## src/rtl/ctrl_pkg.sv

```systemverilog
`default_nettype none
// +------------------------------------------------------------------+
// | ctrl_pkg                                                         |
// | Shared types and opcode constants for the multi-cycle sequencer. |
// | Revision: 1.0                                                    |
// +------------------------------------------------------------------+
package ctrl_pkg;

    typedef enum logic [2:0] {
        ST_FETCH  = 3'd0,
        ST_DECODE = 3'd1,
        ST_EXEC   = 3'd2,
        ST_MEM    = 3'd3,
        ST_WB     = 3'd4,
        ST_TRAP   = 3'd5
    } state_t;

    localparam logic [6:0] OP_LUI    = 7'b0110111;
    localparam logic [6:0] OP_AUIPC  = 7'b0010111;
    localparam logic [6:0] OP_JAL    = 7'b1101111;
    localparam logic [6:0] OP_JALR   = 7'b1100111;
    localparam logic [6:0] OP_BRANCH = 7'b1100011;
    localparam logic [6:0] OP_LOAD   = 7'b0000011;
    localparam logic [6:0] OP_STORE  = 7'b0100011;
    localparam logic [6:0] OP_IMM    = 7'b0010011;
    localparam logic [6:0] OP_OP     = 7'b0110011;
    localparam logic [6:0] OP_FENCE  = 7'b0001111;
    localparam logic [6:0] OP_SYSTEM = 7'b1110011;

    typedef enum logic [1:0] {
        PC_PLUS4  = 2'd0,
        PC_BRANCH = 2'd1,
        PC_JALR   = 2'd2
    } pc_src_t;

    typedef enum logic [1:0] {
        ALU_A_RS1  = 2'd0,
        ALU_A_PC   = 2'd1,
        ALU_A_ZERO = 2'd2
    } alu_src_a_t;

    typedef enum logic [1:0] {
        WB_ALU  = 2'd0,
        WB_LOAD = 2'd1,
        WB_PC4  = 2'd2
    } wb_sel_t;

    typedef enum logic [3:0] {
        CLS_LUI    = 4'd0,
        CLS_AUIPC  = 4'd1,
        CLS_JAL    = 4'd2,
        CLS_JALR   = 4'd3,
        CLS_BRANCH = 4'd4,
        CLS_LOAD   = 4'd5,
        CLS_STORE  = 4'd6,
        CLS_IMM    = 4'd7,
        CLS_OP     = 4'd8,
        CLS_FENCE  = 4'd9,
        CLS_NONE   = 4'd10
    } instr_class_t;

endpackage
`default_nettype wire

```

## src/rtl/main_decoder.sv

```systemverilog
`default_nettype none
// +------------------------------------------------------------------+
// | main_decoder                                                     |
// | Combinational opcode to instruction-class decode with legal flag.|
// | Revision: 1.0                                                    |
// +------------------------------------------------------------------+
module main_decoder
    import ctrl_pkg::*;
(
    input  logic [6:0]   opcode,
    output instr_class_t instr_class,
    output logic         legal
);

    // SYSTEM has no entry here, so it lands in the illegal default
    always_comb begin
        instr_class = CLS_NONE;
        legal       = 1'b1;
        case (opcode)
            OP_LUI:    instr_class = CLS_LUI;
            OP_AUIPC:  instr_class = CLS_AUIPC;
            OP_JAL:    instr_class = CLS_JAL;
            OP_JALR:   instr_class = CLS_JALR;
            OP_BRANCH: instr_class = CLS_BRANCH;
            OP_LOAD:   instr_class = CLS_LOAD;
            OP_STORE:  instr_class = CLS_STORE;
            OP_IMM:    instr_class = CLS_IMM;
            OP_OP:     instr_class = CLS_OP;
            OP_FENCE:  instr_class = CLS_FENCE;
            default:   legal       = 1'b0;
        endcase
    end

endmodule
`default_nettype wire

```

## src/rtl/mc_control_fsm.sv

```systemverilog
`default_nettype none
// +------------------------------------------------------------------+
// | mc_control_fsm                                                   |
// | Multi-cycle RV32I sequencer: fetch/decode/exec/mem/wb with traps.|
// | Revision: 1.0                                                    |
// +------------------------------------------------------------------+
module mc_control_fsm
    import ctrl_pkg::*;
#(
    parameter logic [31:0] RESET_PC = 32'h0000_0000
) (
    input  logic       clk,
    input  logic       rst,
    input  logic [6:0] opcode,
    input  logic [2:0] funct3,
    input  logic       br_taken,
    output logic       imem_req,
    input  logic       imem_ack,
    output logic       dmem_req,
    output logic       dmem_we,
    input  logic       dmem_ack,
    output logic       ir_we,
    output logic       pc_we,
    output logic [1:0] pc_src,
    output logic [1:0] alu_src_a,
    output logic       alu_src_b,
    output logic [1:0] wb_sel,
    output logic       rf_we,
    output logic       instret,
    output logic       illegal
);

    state_t       r_state;
    state_t       w_state_next;
    instr_class_t w_class;
    logic         w_legal;

    // RESET_PC and funct3 belong to the datapath; they pass by this block
    logic w_unused_ok;
    assign w_unused_ok = ^{funct3, RESET_PC};

    main_decoder u_main_decoder (
        .opcode      (opcode),
        .instr_class (w_class),
        .legal       (w_legal)
    );

    always_ff @(posedge clk) begin
        if (rst) begin
            r_state <= ST_FETCH;
        end else begin
            r_state <= w_state_next;
        end
    end

    // Outputs are forced low during the reset cycle regardless of state
    always_comb begin
        w_state_next = r_state;
        imem_req     = 1'b0;
        dmem_req     = 1'b0;
        dmem_we      = 1'b0;
        ir_we        = 1'b0;
        pc_we        = 1'b0;
        pc_src       = PC_PLUS4;
        alu_src_a    = ALU_A_RS1;
        alu_src_b    = 1'b0;
        wb_sel       = WB_ALU;
        rf_we        = 1'b0;
        instret      = 1'b0;
        illegal      = 1'b0;
        if (!rst) begin
            case (r_state)
                ST_FETCH: begin
                    imem_req = 1'b1;
                    if (imem_ack) begin
                        ir_we        = 1'b1;
                        w_state_next = ST_DECODE;
                    end
                end
                ST_DECODE: begin
                    w_state_next = w_legal ? ST_EXEC : ST_TRAP;
                end
                ST_EXEC: begin
                    case (w_class)
                        CLS_IMM, CLS_LOAD, CLS_STORE, CLS_JALR: alu_src_b = 1'b1;
                        CLS_LUI: begin
                            alu_src_a = ALU_A_ZERO;
                            alu_src_b = 1'b1;
                        end
                        CLS_AUIPC: begin
                            alu_src_a = ALU_A_PC;
                            alu_src_b = 1'b1;
                        end
                        default: ;
                    endcase
                    case (w_class)
                        CLS_BRANCH: begin
                            pc_we        = 1'b1;
                            instret      = 1'b1;
                            pc_src       = br_taken ? PC_BRANCH : PC_PLUS4;
                            w_state_next = ST_FETCH;
                        end
                        CLS_FENCE: begin
                            pc_we        = 1'b1;
                            instret      = 1'b1;
                            w_state_next = ST_FETCH;
                        end
                        CLS_LOAD, CLS_STORE: w_state_next = ST_MEM;
                        default:             w_state_next = ST_WB;
                    endcase
                end
                ST_MEM: begin
                    dmem_req = 1'b1;
                    dmem_we  = (w_class == CLS_STORE);
                    if (dmem_ack) begin
                        if (w_class == CLS_STORE) begin
                            pc_we        = 1'b1;
                            instret      = 1'b1;
                            w_state_next = ST_FETCH;
                        end else begin
                            w_state_next = ST_WB;
                        end
                    end
                end
                ST_WB: begin
                    rf_we   = 1'b1;
                    pc_we   = 1'b1;
                    instret = 1'b1;
                    case (w_class)
                        CLS_LOAD: wb_sel = WB_LOAD;
                        CLS_JAL: begin
                            wb_sel = WB_PC4;
                            pc_src = PC_BRANCH;
                        end
                        CLS_JALR: begin
                            wb_sel = WB_PC4;
                            pc_src = PC_JALR;
                        end
                        default: ;
                    endcase
                    w_state_next = ST_FETCH;
                end
                ST_TRAP: begin
                    illegal = 1'b1;
                end
                default: w_state_next = ST_FETCH;
            endcase
        end
    end

endmodule
`default_nettype wire
```

## config.mk

```make
export PLATFORM = sky130hd
export DESIGN_NAME = mc_control_fsm
export DESIGN_NICKNAME = d
export VERILOG_FILES = /design/src/rtl/ctrl_pkg.sv /design/src/rtl/main_decoder.sv /design/src/rtl/mc_control_fsm.sv
export SDC_FILE = /design/constraint.sdc
export NUM_CORES = 1
export LEC_CHECK = 0
export ABC_AREA = 1
export BUFFER_PORTS_ARGS = -buffer_cell sky130_fd_sc_hd__buf_2
export CELL_PAD_IN_SITES_DETAIL_PLACEMENT = 2
export CELL_PAD_IN_SITES_GLOBAL_PLACEMENT = 2
export CORE_MARGIN = 5
export CORE_UTILIZATION = 21
export CTS_BUF_LIST = sky130_fd_sc_hd__clkbuf_8
export DETAILED_ROUTE_END_ITERATION = 7
export MAX_ROUTING_LAYER = met4
export PLACE_DENSITY = 0.79
export RECOVER_POWER = 50
export SKIP_CTS_REPAIR_TIMING = 1
export SLEW_MARGIN = 10
export SYNTH_ARGS = -nofsm -noshare
export SYNTH_HDL_FRONTEND = slang
export SYNTH_SLANG_ARGS = --single-unit
```

## constraint.sdc

```tcl
create_clock -name clk -period 1.65 [get_ports clk]
set_input_delay 0.33 -clock clk [delete_from_list [all_inputs] [get_ports clk]]
set_output_delay 0.33 -clock clk [all_outputs]
set_load 0.1 [all_outputs]
```

==> results.md, run 1 <==
- Main area contributors after synthesis: nand2_1, nor2_1, dfxtp_1
- TritonCTS buffer count: 3
- Buffer type at the clock tree root: clkbuf_8
- Clk sinks: 3
- Initial Utilization: 22.1%
- Ys async rst share: 0%
- FP Rows: 19
- Synth Area in Simple Gates: 70.9%
- Worst slack, placed: -0.609 ns
- Error: [ERROR DPL-0033] detailed placement checks failed during check placement.
- Outcome: stopped before the end
- H-Tree Depth: 1
- Port Buffers: 26
- DP Wirelength: approximately 3200 µm
- Largest area contributor in the netlist: nand2_1
- Post-synth top flop: dfxtp_1
- Count leader, synth: nand2_1
- Yosys reg bits: 3
- Largest family of logic cells by synthesized area: simple AND/OR/NAND/NOR gates
- Initial antenna violation count: 0
- Failing step: 5_1_grt
- Post-synth EDFFs: 0
- Syn_nets: around 130
- Die W: roughly 64 µm
- Largest net degree at the start of global routing: 7
- Mapped Area: roughly 610 µm²
- CTS Buffer Depth: 2
- Mapped Cells: between 100 and 150
- Top post-synthesis cells by count: nand2_1, nor2_1, inv_1
- Sequential-to-total area share from yosys stat: 9.78%
- Synth Area in Compound Gates: 6.92%
- Syn avg cell area: about 5.2 µm²
- IO Count: 30
- Synth cell types: 21
- Synth Area in Adders: 0%
- Mux cell area share after synthesis: 0%
- Gpl congestion: about 0.84
- Worst endpoint pin kind: top-level output
- Xor/xnor cell area share of the yosys netlist: 0%
- Yosys warns: 0
- Die Y: 64.1 µm
- Placed Area: 1340 µm²
- Top cell type's share of synthesized area: 18.9%
- Post-GRT worst EP: alu_src_a[0]
[kinds of logic after synthesis]
group                  after synthesis
and+or+nand+nor                     89
buffers and inverters               19
AOI/OAI and AO/OA                    8
DFF                                  3
[stage by stage]
stage / hold slack (ns) / utilization (%) / std cells
2_1_floorplan: 0.562 / - / 119
3_3_place_gp: 0.639 / 48.2 / 199
3_5_place_dp: 0.669 / 48.2 / 199
4_1_cts: 0.530 / 49.8 / 203
==> inputs of run 2 (changes only) <==
--- a/config.mk
+++ b/config.mk
@@ -7,14 +7,10 @@
 export LEC_CHECK = 0
 export ABC_AREA = 1
 export BUFFER_PORTS_ARGS = -buffer_cell sky130_fd_sc_hd__buf_2
-export CELL_PAD_IN_SITES_DETAIL_PLACEMENT = 2
-export CELL_PAD_IN_SITES_GLOBAL_PLACEMENT = 2
-export CORE_MARGIN = 5
-export CORE_UTILIZATION = 21
-export CTS_BUF_LIST = sky130_fd_sc_hd__clkbuf_8
+export CORE_AREA = 5 5 66 68
 export DETAILED_ROUTE_END_ITERATION = 7
-export MAX_ROUTING_LAYER = met4
-export PLACE_DENSITY = 0.79
+export DIE_AREA = 0 0 71 73
+export PLACE_DENSITY_LB_ADDON = 0.15
 export RECOVER_POWER = 50
 export SKIP_CTS_REPAIR_TIMING = 1
 export SLEW_MARGIN = 10
==> run 2 against run 1 <==
  * The flow now finishes, with violations (negative setup slack)
  * Area after synthesis did not move
  * Synthesized cell count is the same
==> results.md, run 2 <==
- Outcome: complete, but fails checks
- Violated checks: negative setup slack
- Vias in the first global route: approximately 900
- Yosys reg bits: 3 (unchanged)
- Initial Utilization: 16.2% (-5.9 points)
- Synth cell types: 21 (unchanged)
- CP arrival: about 1.7 ns
- Setup TNS: -2.57 ns
- Top delay family on crit path: simple AND/OR/NAND/NOR gates
- H-Tree Depth: 1 (unchanged)
- Reg area: 63.8 µm²
- Slowest-stage cell, CP: nor2_4
- DIE AREA: around 5200 µm²
- Clk sinks: 3 (unchanged)
- Multi-input logic area: 718 µm²
- Syn avg cell area: 5.16 µm² (unchanged)
- Worst path bufs/invs: 4
- # fillers: 393
- Post-synth top flop: dfxtp_1
- Core ar.: 3800 µm²
- Setup violators final: 10
- Fmax: 505 MHz
- Global-route usage over all layers: around 8.4%
- Detail Route Antenna Nets: 0
- DR WL/cell: 10.0 µm
- Final Cycle Share: 120%
- Pwr dens: 490 nW/µm²
- TritonCTS buffer count: 3 (unchanged)
- WL final: 2240 µm
- Die W: 71 µm (+11%)
- Switching pwr: ~350 µW
- DR vias: 938
- Final worst slack: -0.329 ns
- Pleak: 0.766 nW
- Gpl congestion: 0.808 (-3.3%)
- Clk pwr share: 26.5%
- Area growth from synthesis to final layout: 159%
- Worst Max-Slew Pin Slew: around 0.33 ns
- Comb pwr share: 60.5%
- Most common cell after layout, fill and taps aside: buf_4
- Most frequent cells in the layout: buf_4, nand2_1, buf_12, nor2_1, nor2_4
- Final hold slack: 0.491 ns
- Maxcap violations: 0
- Sequential-to-total area share from yosys stat: 9.78% (unchanged)
- DP Wirelength: 1920 µm (-40%)
- Worst-path maximum fanout: 6
- Clock transition at the registers of the reported paths: around 0.03 ns
- Top cell type's share of synthesized area: 18.9% (unchanged)
- Sw Share: 44.3%
- Syn_nets: 134 (unchanged)
- Largest registers: r_state x3
- First-pass GRT wire length: 3640 µm
- IO Count: 30 (unchanged)
- Crit path largest cell delay: 0.20 ns
- Worst VDD drop: 0.417 mV
- Buffer type at the clock tree root: clkbuf_8
- Worst setup SP type: primary input
- Nets: around 190
- Post-synth EDFFs: 0 (unchanged)
- Skew final: 0.00263 ns
- CTS Buffer Depth: 2 (unchanged)
- Largest register by flop count: r_state
- Main area contributors after synthesis: nand2_1, nor2_1, dfxtp_1
- 1st-pass router iterations: 4
- CP Capture Type: output pin
- Yosys warns: 0 (unchanged)
- Top post-synthesis cells by count: nand2_1, nor2_1, inv_1
- Max reg flops: 3
- Mapped Cells: 119 (unchanged)
- Min Clock Period, post-route: 1.98 ns
- Sequential share of power: 13.0%
- RSZ-0062 raised after global routing: yes
- Largest net degree at the start of global routing: 7
- Worst slack, placed: -0.390 ns (+0.219 ns)
- DR iter-0 viols: 16
- Final hold vios: 0
- FP Rows: 23 (+4)
- Ys async rst share: 0% (unchanged)
- Mapped Area: 614 µm² (unchanged)
- Worst EP required: 1.32 ns
- Crit Path Class: primary input to output pin
- Cells along the critical path: buf_12 > inv_12 > nand2_4 > nor2_4 > nand3_4 > nand2_4 > nor2_4 > nor2_4 > inv_2 > nor3_4 > buf_12
- Hold Crit Class: primary input to flip-flop
- DR DRC count: 0
- Die Y: 73 µm (+14%)
- Initial antenna violation count: 0
- CTS tree: yes
- Count leader, synth: nand2_1
- CP dominant cell by count: nor2_4
- Port Buffers: 26 (unchanged)
- Largest area contributor in the netlist: nand2_1
- Antenna Cells: 0
- Share of post-route cells with drive strength above 1: 68.2%
- Worst relative slew slack: 77.8%
- Worst-Skew Late Latency: 0.21 ns
- Vias/cell: 4.21
- Grt ovf: 0
- Pins Over Slew Limit: 0
- P_int: between 400 and 500 µW
-- run 2: cell counts after synthesis --
Identical to the previous run, type by type.
-- run 2: per-stage QoR --
| step | instance area, µm² | std cells | power (mW) | utilization [%] |
|---|---|---|---|---|
| after floorplan | 785 | 119 | 0.367 | - |
| after global placement | 1350 | 214 | 0.516 | 35.5 |
| after detailed placement | 1350 | 214 | 0.518 | 35.5 |
| after CTS | 1390 | 218 | 0.732 | 36.7 |
| after global routing | 1590 | 223 | 0.840 | 42.0 |
| final | 1590 | 223 | 0.782 | 42.0 |
-- run 2: cell type report --
class / count / share of cell area, %
multi-input combinational: 97 / 45.1
sequential: 3 / 4.00
inverter: 17 / 6.36
tap: 50 / 3.92
timing repair buffer: 52 / 37.8
clock buffer: 4 / 2.83
-- run 2: power groups by stage --
stage,Combinational (mW),Clock (mW),Sequential (mW)
final,0.473,0.207,0.101
after global placement,0.418,0,0.0982
after floorplan,0.268,0,0.0990
after global routing,0.509,0.228,0.103
after detailed placement,0.420,0,0.0984
after CTS,0.421,0.214,0.0975
-- run 2: worst min-delay path, cell delays in order --
cell and delay, ns:
buf_2 0.09, nor2_1 0.05, o21ai_0 0.15, inv_1 0.04
-- run 2: layer usage --
layer | wire, µm | GRT usage (%)
met5 | 0 | 0
met4 | 0 | 0
met3 | 123 | 2.48
met2 | 1190 | 15.9
met1 | 929 | 9.94
-- run 2: kinds of logic (layout without fill, tap and decap cells) --
group	after synthesis	in the layout	synth area share (%)
simple gates	89	89	70.9
compound gates	8	8	6.92
buf+inv	19	73	12.4
flops	3	3	9.78
-- run 2: path summary, 6_finish.rpt --
path | cells after the start | slack, ns | end | start
worst max-delay path | 11 | -0.33 | alu_src_a[0] | opcode[3]
worst min-delay path | 4 | 0.49 | r_state[1]$_SDFFE_PP0P_ | dmem_ack
worst max register to register | 9 | 0.38 | r_state[0]$_SDFFE_PP0P_ | r_state[2]$_SDFFE_PP0P_
worst min register to register | 4 | 0.64 | r_state[2]$_SDFFE_PP0P_ | r_state[2]$_SDFFE_PP0P_
(Power assumes the default switching activity.)
